===== config.mk =====
export PLATFORM = sky130hd
export DESIGN_NAME = pc_gen
export DESIGN_NICKNAME = d
export VERILOG_FILES = /design/src/rtl/pc_pkg.sv /design/src/rtl/pc_fetch_cnt.sv /design/src/rtl/pc_gen.sv
export SDC_FILE = /design/constraint.sdc
export NUM_CORES = 1
export LEC_CHECK = 0
export CAP_MARGIN = 20
export CORE_MARGIN = 8
export CORE_UTILIZATION = 42
export DETAILED_ROUTE_END_ITERATION = 10
export PLACE_DENSITY = 0.72
export SYNTH_ARGS = -nofsm -noshare
export SYNTH_HDL_FRONTEND = slang
export SYNTH_HIERARCHICAL = 1
export SYNTH_SLANG_ARGS = --single-unit

===== constraint.sdc =====
create_clock -name clk -period 7.1 [get_ports clk]
set_input_delay 1.42 -clock clk [delete_from_list [all_inputs] [get_ports clk]]
set_output_delay 1.42 -clock clk [all_outputs]
set_load 0.02 [all_outputs]

===== src/rtl/pc_pkg.sv =====
// Shared types and helpers for the fetch-stage program-counter generator.
// Optional feature macro: PC_ALIGN_CHECK_EN (misaligned redirect becomes an exception).
package pc_pkg;

    typedef enum logic [1:0] {
        BOOT   = 2'd0,
        FETCH  = 2'd1,
        HALTED = 2'd2
    } pc_state_t;

    typedef enum logic [1:0] {
        SEL_EXC   = 2'd0,
        SEL_REDIR = 2'd1,
        SEL_SEQ   = 2'd2,
        SEL_HOLD  = 2'd3
    } pc_sel_t;

    // Mask of the address bits that must be zero for a STEP-aligned PC.
    function automatic logic [63:0] alignment_mask(input int unsigned step);
        return 64'(step - 1);
    endfunction

endpackage


===== src/rtl/pc_fetch_cnt.sv =====
// Wrapping event counter used to count accepted instruction fetches.
module pc_fetch_cnt #(
    parameter int CNT_W = 32
) (
    input  logic             clk,
    input  logic             rst,
    input  logic             inc,
    output logic [CNT_W-1:0] cnt
);

    logic [CNT_W-1:0] cnt_reg;

    always_ff @(posedge clk or posedge rst) begin
        if (rst) begin
            cnt_reg <= '0;
        end else if (inc) begin
            cnt_reg <= cnt_reg + CNT_W'(1);
        end
    end

    assign cnt = cnt_reg;

endmodule


===== src/rtl/pc_gen.sv =====
// Program-counter generator: fetch address with valid/ready handshake, prioritised
// exception/redirect/sequential update, halt/resume FSM. Optional macro: PC_ALIGN_CHECK_EN.
module pc_gen
    import pc_pkg::*;
#(
    parameter int              ADDR_W    = 32,
    parameter logic [ADDR_W-1:0] RESET_VEC = '0,
    parameter logic [ADDR_W-1:0] EXC_VEC   = ADDR_W'(32'h0000_0080),
    parameter int              STEP      = 4,
    parameter int              CNT_W     = 32
) (
    input  logic              clk,
    input  logic              rst,
    input  logic              stall,
    input  logic              halt,
    input  logic              resume,
    input  logic              redir_valid,
    input  logic [ADDR_W-1:0] redir_target,
    input  logic              exc_valid,
    output logic              req_valid,
    output logic [ADDR_W-1:0] req_addr,
    input  logic              req_ready,
    output logic              redir_taken,
`ifdef PC_ALIGN_CHECK_EN
    output logic              misalign_err,
`endif
    output logic [CNT_W-1:0]  fetch_cnt,
    output logic [1:0]        state_o
);

    localparam logic [ADDR_W-1:0] ALIGN_MASK = ADDR_W'(alignment_mask(STEP));

    pc_state_t         state_reg;
    logic [ADDR_W-1:0] pc_reg;
    logic [ADDR_W-1:0] pc_next;
    logic              redir_taken_reg;
    logic              fire;
    pc_sel_t           sel;
    logic [ADDR_W-1:0] target_next;
`ifdef PC_ALIGN_CHECK_EN
    logic              misaligned;
    logic              misalign_err_reg;

    assign misaligned  = |(redir_target & ALIGN_MASK);
    assign target_next = redir_target;
`else
    assign target_next = redir_target & ~ALIGN_MASK;
`endif

    assign req_valid = (state_reg == FETCH) && !stall;
    assign req_addr  = pc_reg;
    assign fire      = req_valid && req_ready;

    // BOOT ignores every event; otherwise exception > redirect > sequential > hold.
    always_comb begin
        sel = SEL_HOLD;
        if (state_reg != BOOT) begin
            if (exc_valid) begin
                sel = SEL_EXC;
            end else if (redir_valid) begin
`ifdef PC_ALIGN_CHECK_EN
                sel = misaligned ? SEL_EXC : SEL_REDIR;
`else
                sel = SEL_REDIR;
`endif
            end else if (fire) begin
                sel = SEL_SEQ;
            end
        end
    end

    always_comb begin
        pc_next = pc_reg;
        case (sel)
            SEL_EXC:   pc_next = EXC_VEC;
            SEL_REDIR: pc_next = target_next;
            SEL_SEQ:   pc_next = pc_reg + ADDR_W'(STEP);
            default:   pc_next = pc_reg;
        endcase
    end

    always_ff @(posedge clk or posedge rst) begin
        if (rst) begin
            state_reg       <= BOOT;
            pc_reg          <= RESET_VEC;
            redir_taken_reg <= 1'b0;
`ifdef PC_ALIGN_CHECK_EN
            misalign_err_reg <= 1'b0;
`endif
        end else begin
            pc_reg          <= pc_next;
            redir_taken_reg <= (sel == SEL_EXC) || (sel == SEL_REDIR);
`ifdef PC_ALIGN_CHECK_EN
            misalign_err_reg <= (state_reg != BOOT) && !exc_valid && redir_valid && misaligned;
`endif
            case (state_reg)
                BOOT:    state_reg <= FETCH;
                FETCH:   if (halt) state_reg <= HALTED;
                HALTED:  if (resume || exc_valid) state_reg <= FETCH;
                default: state_reg <= BOOT;
            endcase
        end
    end

    assign redir_taken = redir_taken_reg;
    assign state_o     = state_reg;
`ifdef PC_ALIGN_CHECK_EN
    assign misalign_err = misalign_err_reg;
`endif

    pc_fetch_cnt #(
        .CNT_W(CNT_W)
    ) u_fetch_cnt (
        .clk(clk),
        .rst(rst),
        .inc(fire),
        .cnt(fetch_cnt)
    );

endmodule


---- Yosys cells after proc, flatten, opt, wreduce, memory -nomap -nowiden ----
Index checks and enable logic that the tools add are counted.
word-level totals
  bits in registers ....................... 67
  input port bits ......................... 40
  output and inout bits ................... 68
  word-level logic and storage cells ...... 30
cells by class
  add/subtract/negate cells ............... 2
  equality and inequality tests ........... 6
  mux-type cells .......................... 8
  reduce and logical (&&, ||, !) cells .... 10
operators with widths
  operator                                             number
  one-hot mux 32 bit (3 select lines)                  1
  adder 32 x 1 -> 32 bit, second input constant        1
  adder 32 x 3 -> 32 bit, second input constant        1
  2-to-1 mux 2 bit                                     5
  one-hot mux 2 bit (3 select lines)                   1
  equality test 2 x 1 -> 1 bit, second input constant  2
  equality test 2 bit, second input constant           2
  zero test 2 bit                                      2
  inequality test 2 bit, second input constant         2
  nonzero test 3 bit                                   1
  logical AND 1 bit                                    2
  logical OR 1 bit                                     2
  AND reduction 2 bit                                  1
  nonzero test 2 bit                                   1
  zero test 1 bit                                      1
  2-to-1 mux 1 bit                                     1

---- Depth between registers and ports, before layout ----
  depth in word-level cells ............... 9
  gate-level depth with buffers ........... 13
  mapped depth without buffers ............ 11

---- Cells and area by module ----
The synthesis kept the hierarchy.
modules (own cells, without submodules)
  module        times used  cells each  area an instance (um^2)  seq. area each (um^2)
  pc_gen        1           248         2125.8                   825.8
  pc_fetch_cnt  1           126         1510.2                   800.8

---- Least setup slack after synthesis ----
Ideal clock, no wire load.
  path type ............................... input to register
  from .................................... in stall
  to ...................................... reg pc_reg[30] (netlist: req_addr[30])
  library setup time ...................... 0.069 ns
  arrival time ............................ 4.011 ns
  slack ................................... 3.020 ns
  stages on the path ...................... 13
  buffers on the path ..................... 3
  cell sequence ........................... nor3b_1 > and2_1 > nor2b_1 > o22ai_1 > inv_1 > ha_1 > clkbuf_1 > and2_1 > clkbuf_1 > nand2b_1 > clkbuf_1 > or3_1 > nand3_1
on the way
  cells in the longest elaborated chain, start to end .. 9
RTL lines
  element                                                                    RTL line      RTL
  start, declared                                                            pc_gen.sv:14  input logic stall,
  zero test 1 bit (*)                                                        pc_gen.sv:50  assign req_valid = (state_reg == FETCH) && !stall;
  logical AND 1 bit (*)                                                      pc_gen.sv:50
  logical AND 1 bit (*)                                                      pc_gen.sv:52  assign fire = req_valid && req_ready;
  named net fire                                                             pc_gen.sv:37  logic fire;
  2-to-1 mux 1 bit (*)                                                       pc_gen.sv:66  end else if (fire) begin
  2-to-1 mux 2 bit (*)                                                       pc_gen.sv:60  end else if (redir_valid) begin
  2-to-1 mux 2 bit (*)                                                       pc_gen.sv:58  if (exc_valid) begin
  2-to-1 mux 2 bit (*)                                                       pc_gen.sv:57  if (state_reg != BOOT) begin
  equality test 2 bit, or another cell as far along                          pc_gen.sv:74  case (sel)
  one-hot mux 32 bit (3 select lines) or nonzero test 3 bit (tied branches)  -
  end signal, assigned                                                       pc_gen.sv:91  pc_reg <= pc_next;
  end, declared                                                              pc_gen.sv:34  logic [ADDR_W-1:0] pc_reg;
Mark *: on every way through the listed nets, which the timed path passes. The rest lies on a longest branch.
A chain may end at the register's enable or synchronous reset.

---- Worst setup path after layout ----
  from .................................... in stall
  to ...................................... out req_valid
on the way
  cells in the longest elaborated chain, start to end .. 2
RTL lines
  element            RTL line      RTL
  zero test 1 bit    pc_gen.sv:50
  logical AND 1 bit  pc_gen.sv:50
  end, declared      pc_gen.sv:20  output logic req_valid,
No other way between the ends.

==> flow_summary.toml <==
[run_status]
outcome = "complete, no violations"

[synth]
synth_seq_cells = 65
synth.area.top_cells = "dfrtp_1, nand2_1, xor2_1"
ys.flop_type = "dfrtp_1"
syn_avg_cell_area_sq_um = 9.72
ys_async_sr_fraction_pct = 100
yosysTopAreaCellShare_pct = 44.7
yosysTopAreaCell = "dfrtp_1"
synth_enable_flop_cells = 0
ys_types = 56
yosysSeqAreaShare_pct = 44.7
synth_cells = 374
syn_area_sq_mm = 0.00364
yosys_warnings = 6

[clock_tree]
clk_pin_slew_ns = 0.07
numCtsBuffers = 9
clock_latency_ns = 0.33
cts_buffer_depth = 2
root_buffer = "clkbuf_8"
tritoncts = "built"
hold_buffers = 0
cts_sinks = 65
post_cts_buffers = 0
htree_levels = 3
post_cts_resized = 0

[cells_and_area]
largest_reg_flops = 32
nFillCells = 750
area_delta_synth_final_pct = 35.6
nets = 521
final_area_sq_mm = 0.00493
final_core_util_pct = 57.7
fin_cells = 587
n_antenna_cell = 0
drive_gt1_share_pct = 7.52

[floorplanning]
die-area_sq_mm = 0.0119
die_y_um = 109
start_util_pct = 42.5
core-area_sq_mm = 0.00855
io_pins = 108
rows = 34
die_x_um = 109

[power]
combPwrFrac_pct = 34.8
vdd_drop_max_mv = 0.140
internal_power_uw = 828
totalPowerFinal_mw = 1.32
switching_power_uw = 489
p_seq_share_pct = 41.0
power.density_mw_per_mm2 = 267
clkPwrFrac_pct = 24.2
p_leak_nw = 2.07
p_sw_share_pct = 37.1

[grt]
grt_start_max_net_pins = 34
grt_pass1_wl_um = 16400
antenna_found_initial = 0
first_global_vias = 3310
grt.overflow.total = 0
grt_use_total_pct = 16.9

[sta]
fin_crit_ns = 4.10
slew_viol_final = 0
timing.hold.ws_ns = 0.469
tightest_slew_ns = 0.641
hold_violations = 0
setup_viol_count_final = 0
max-slew-margin-rel_pct = 56.9
worst_slack_ns = 3.00
fin_crit_sh_pct = 57.8
timing.fmax_mhz = 244
fin_skew_ns = 0.0123
rsz0062_at_grt = "no"
tns_ns = 0

[setup_path]
timing.critical_path.required_ns = 5.68
crit_path_end_kind = "output pin"
arrival_ns = 2.68
crit_path_max_fanout = 2
cp_slowest_stage_delay_ns = 0.65
crit_chain = "clkdlybuf4s50_1 -> nor3b_1 -> clkdlybuf4s50_1"
cp_top_family = "buffers and inverters"
crit_type = "primary input to output pin"
critPathBufInv = 2
crit_top_cell = "clkdlybuf4s50_1"
cp_slowest_cell = "clkdlybuf4s50_1"
worst_setup_path_start_kind = "primary input"

[detailed_routing]
drc = 0
drtIter0Drc = 166
wire_per_inst_um = 17.0
drt.antenna.violating_nets = 0
dr.pass1.iters = 4
routed_wl_um = 10000
viasPerCell = 5.59
dr_total_vias = 3280

[place]
placed_area_sq_mm = 0.00474
io_buffers = 103
place_inst = 572
dp_slack_ns = 2.70
dp.final_hpwl_um = 7240
place_congestion = 0.822

[hold_path]
min_path_type = "flop to flop"

[run]
drv_cap = 0
==> cell type report <==
type	instances	area, sq um	share of cell area (%)
multi-input cells	278	1860	37.7
clock buffers	12	155	3.15
flip-flops and latches	65	1630	33.0
well taps	108	135	2.74
repair buffers	107	1060	21.5
inverters	14	52.6	1.07
clock inverters	3	40.0	0.812
==> final timing paths <==
check,from,depth (start not counted),endpoint,slack [ns]
hold reg to reg,u_fetch_cnt/cnt[31],1,u_fetch_cnt/cnt[31],0.47
min in group asynchronous,rst,3,u_fetch_cnt/cnt[31],1.50
max in group asynchronous,rst,3,req_addr[4],5.27
hold / removal,u_fetch_cnt/cnt[31],1,u_fetch_cnt/cnt[31],0.47
setup reg to reg,state_o[1],10,req_addr[26],4.03
setup / recovery,stall,3,req_valid,3.00
==> placed cells by master (no fill, tap or decap), drive strengths merged, types with 10 or more instances in the layout <==
| cell | n |
|---|---|
| dfrtp | 65 |
| nor2 | 13 |
| nand3 | 24 |
| xor2 | 19 |
| nor3 | 10 |
| clkbuf | 12 |
| nand2 | 52 |
| o21ai | 13 |
| clkdlybuf4s50 | 103 |
| o211ai | 11 |
| nand4 | 19 |
| o311ai | 10 |
| inv | 14 |
| xnor2 | 15 |
==> worst reg2reg max path: stages, from the launching register on <==
cell and delay [ns]:
dfrtp_1 0.44, nor3b_1 0.26, and2_1 0.29, nor2b_1 0.17
o22ai_1 0.12, inv_1 0.11, ha_1 0.33, and2_1 0.38
nand2b_1 0.35, or3_1 0.44, o211ai_1 0.10
==> power by group through the flow <==
stage	logic (mW)	registers [mW]	clock network (mW)
6_report	0.459	0.540	0.318
3_5_place_dp	0.460	0.545	0
5_1_grt	0.498	0.556	0.341
3_3_place_gp	0.454	0.539	0
2_1_floorplan	0.177	0.600	0
4_1_cts	0.463	0.539	0.325
==> cells in the mapped netlist, types with 5 or more instances <==
| master | instances |
|---|---|
| nand2_1 | 52 |
| nor2_1 | 13 |
| and2_1 | 8 |
| or3_1 | 6 |
| o211ai_1 | 11 |
| a22oi_1 | 8 |
| nor3_1 | 9 |
| xor2_1 | 19 |
| ha_1 | 6 |
| buf_2 | 5 |
| nor4_1 | 5 |
| xnor2_1 | 15 |
| a21oi_1 | 5 |
| clkbuf_1 | 8 |
| and3_1 | 7 |
| o311ai_0 | 10 |
| dfrtp_1 | 65 |
| and4_1 | 5 |
| o21ai_0 | 13 |
| nand4_1 | 16 |
| inv_1 | 14 |
| nand3_1 | 22 |
==> cells by family (layout without fill, tap and decap cells) <==
family	Yosys count	count (layout)	synth area share, %
AND/OR/NAND/NOR	170	170	27.4
flip-flops	65	65	44.7
AO/OA/AOI/OAI	62	62	12.2
XOR/XNOR	34	34	8.19
buffers and inverters	32	136	4.20
adder cells (fa/ha/maj)	6	6	2.06
multiplexers	4	4	1.14
other	1	2	0.103
==> per-layer routing <==
metal | share of wire (%) | global-route usage, %
met1 | 42 | 21.1
met2 | 48 | 27.2
met3 | 8.7 | 4.85
met4 | 1.3 | 6.26
met5 | 0 | 0
(Power assumes the default switching activity.)
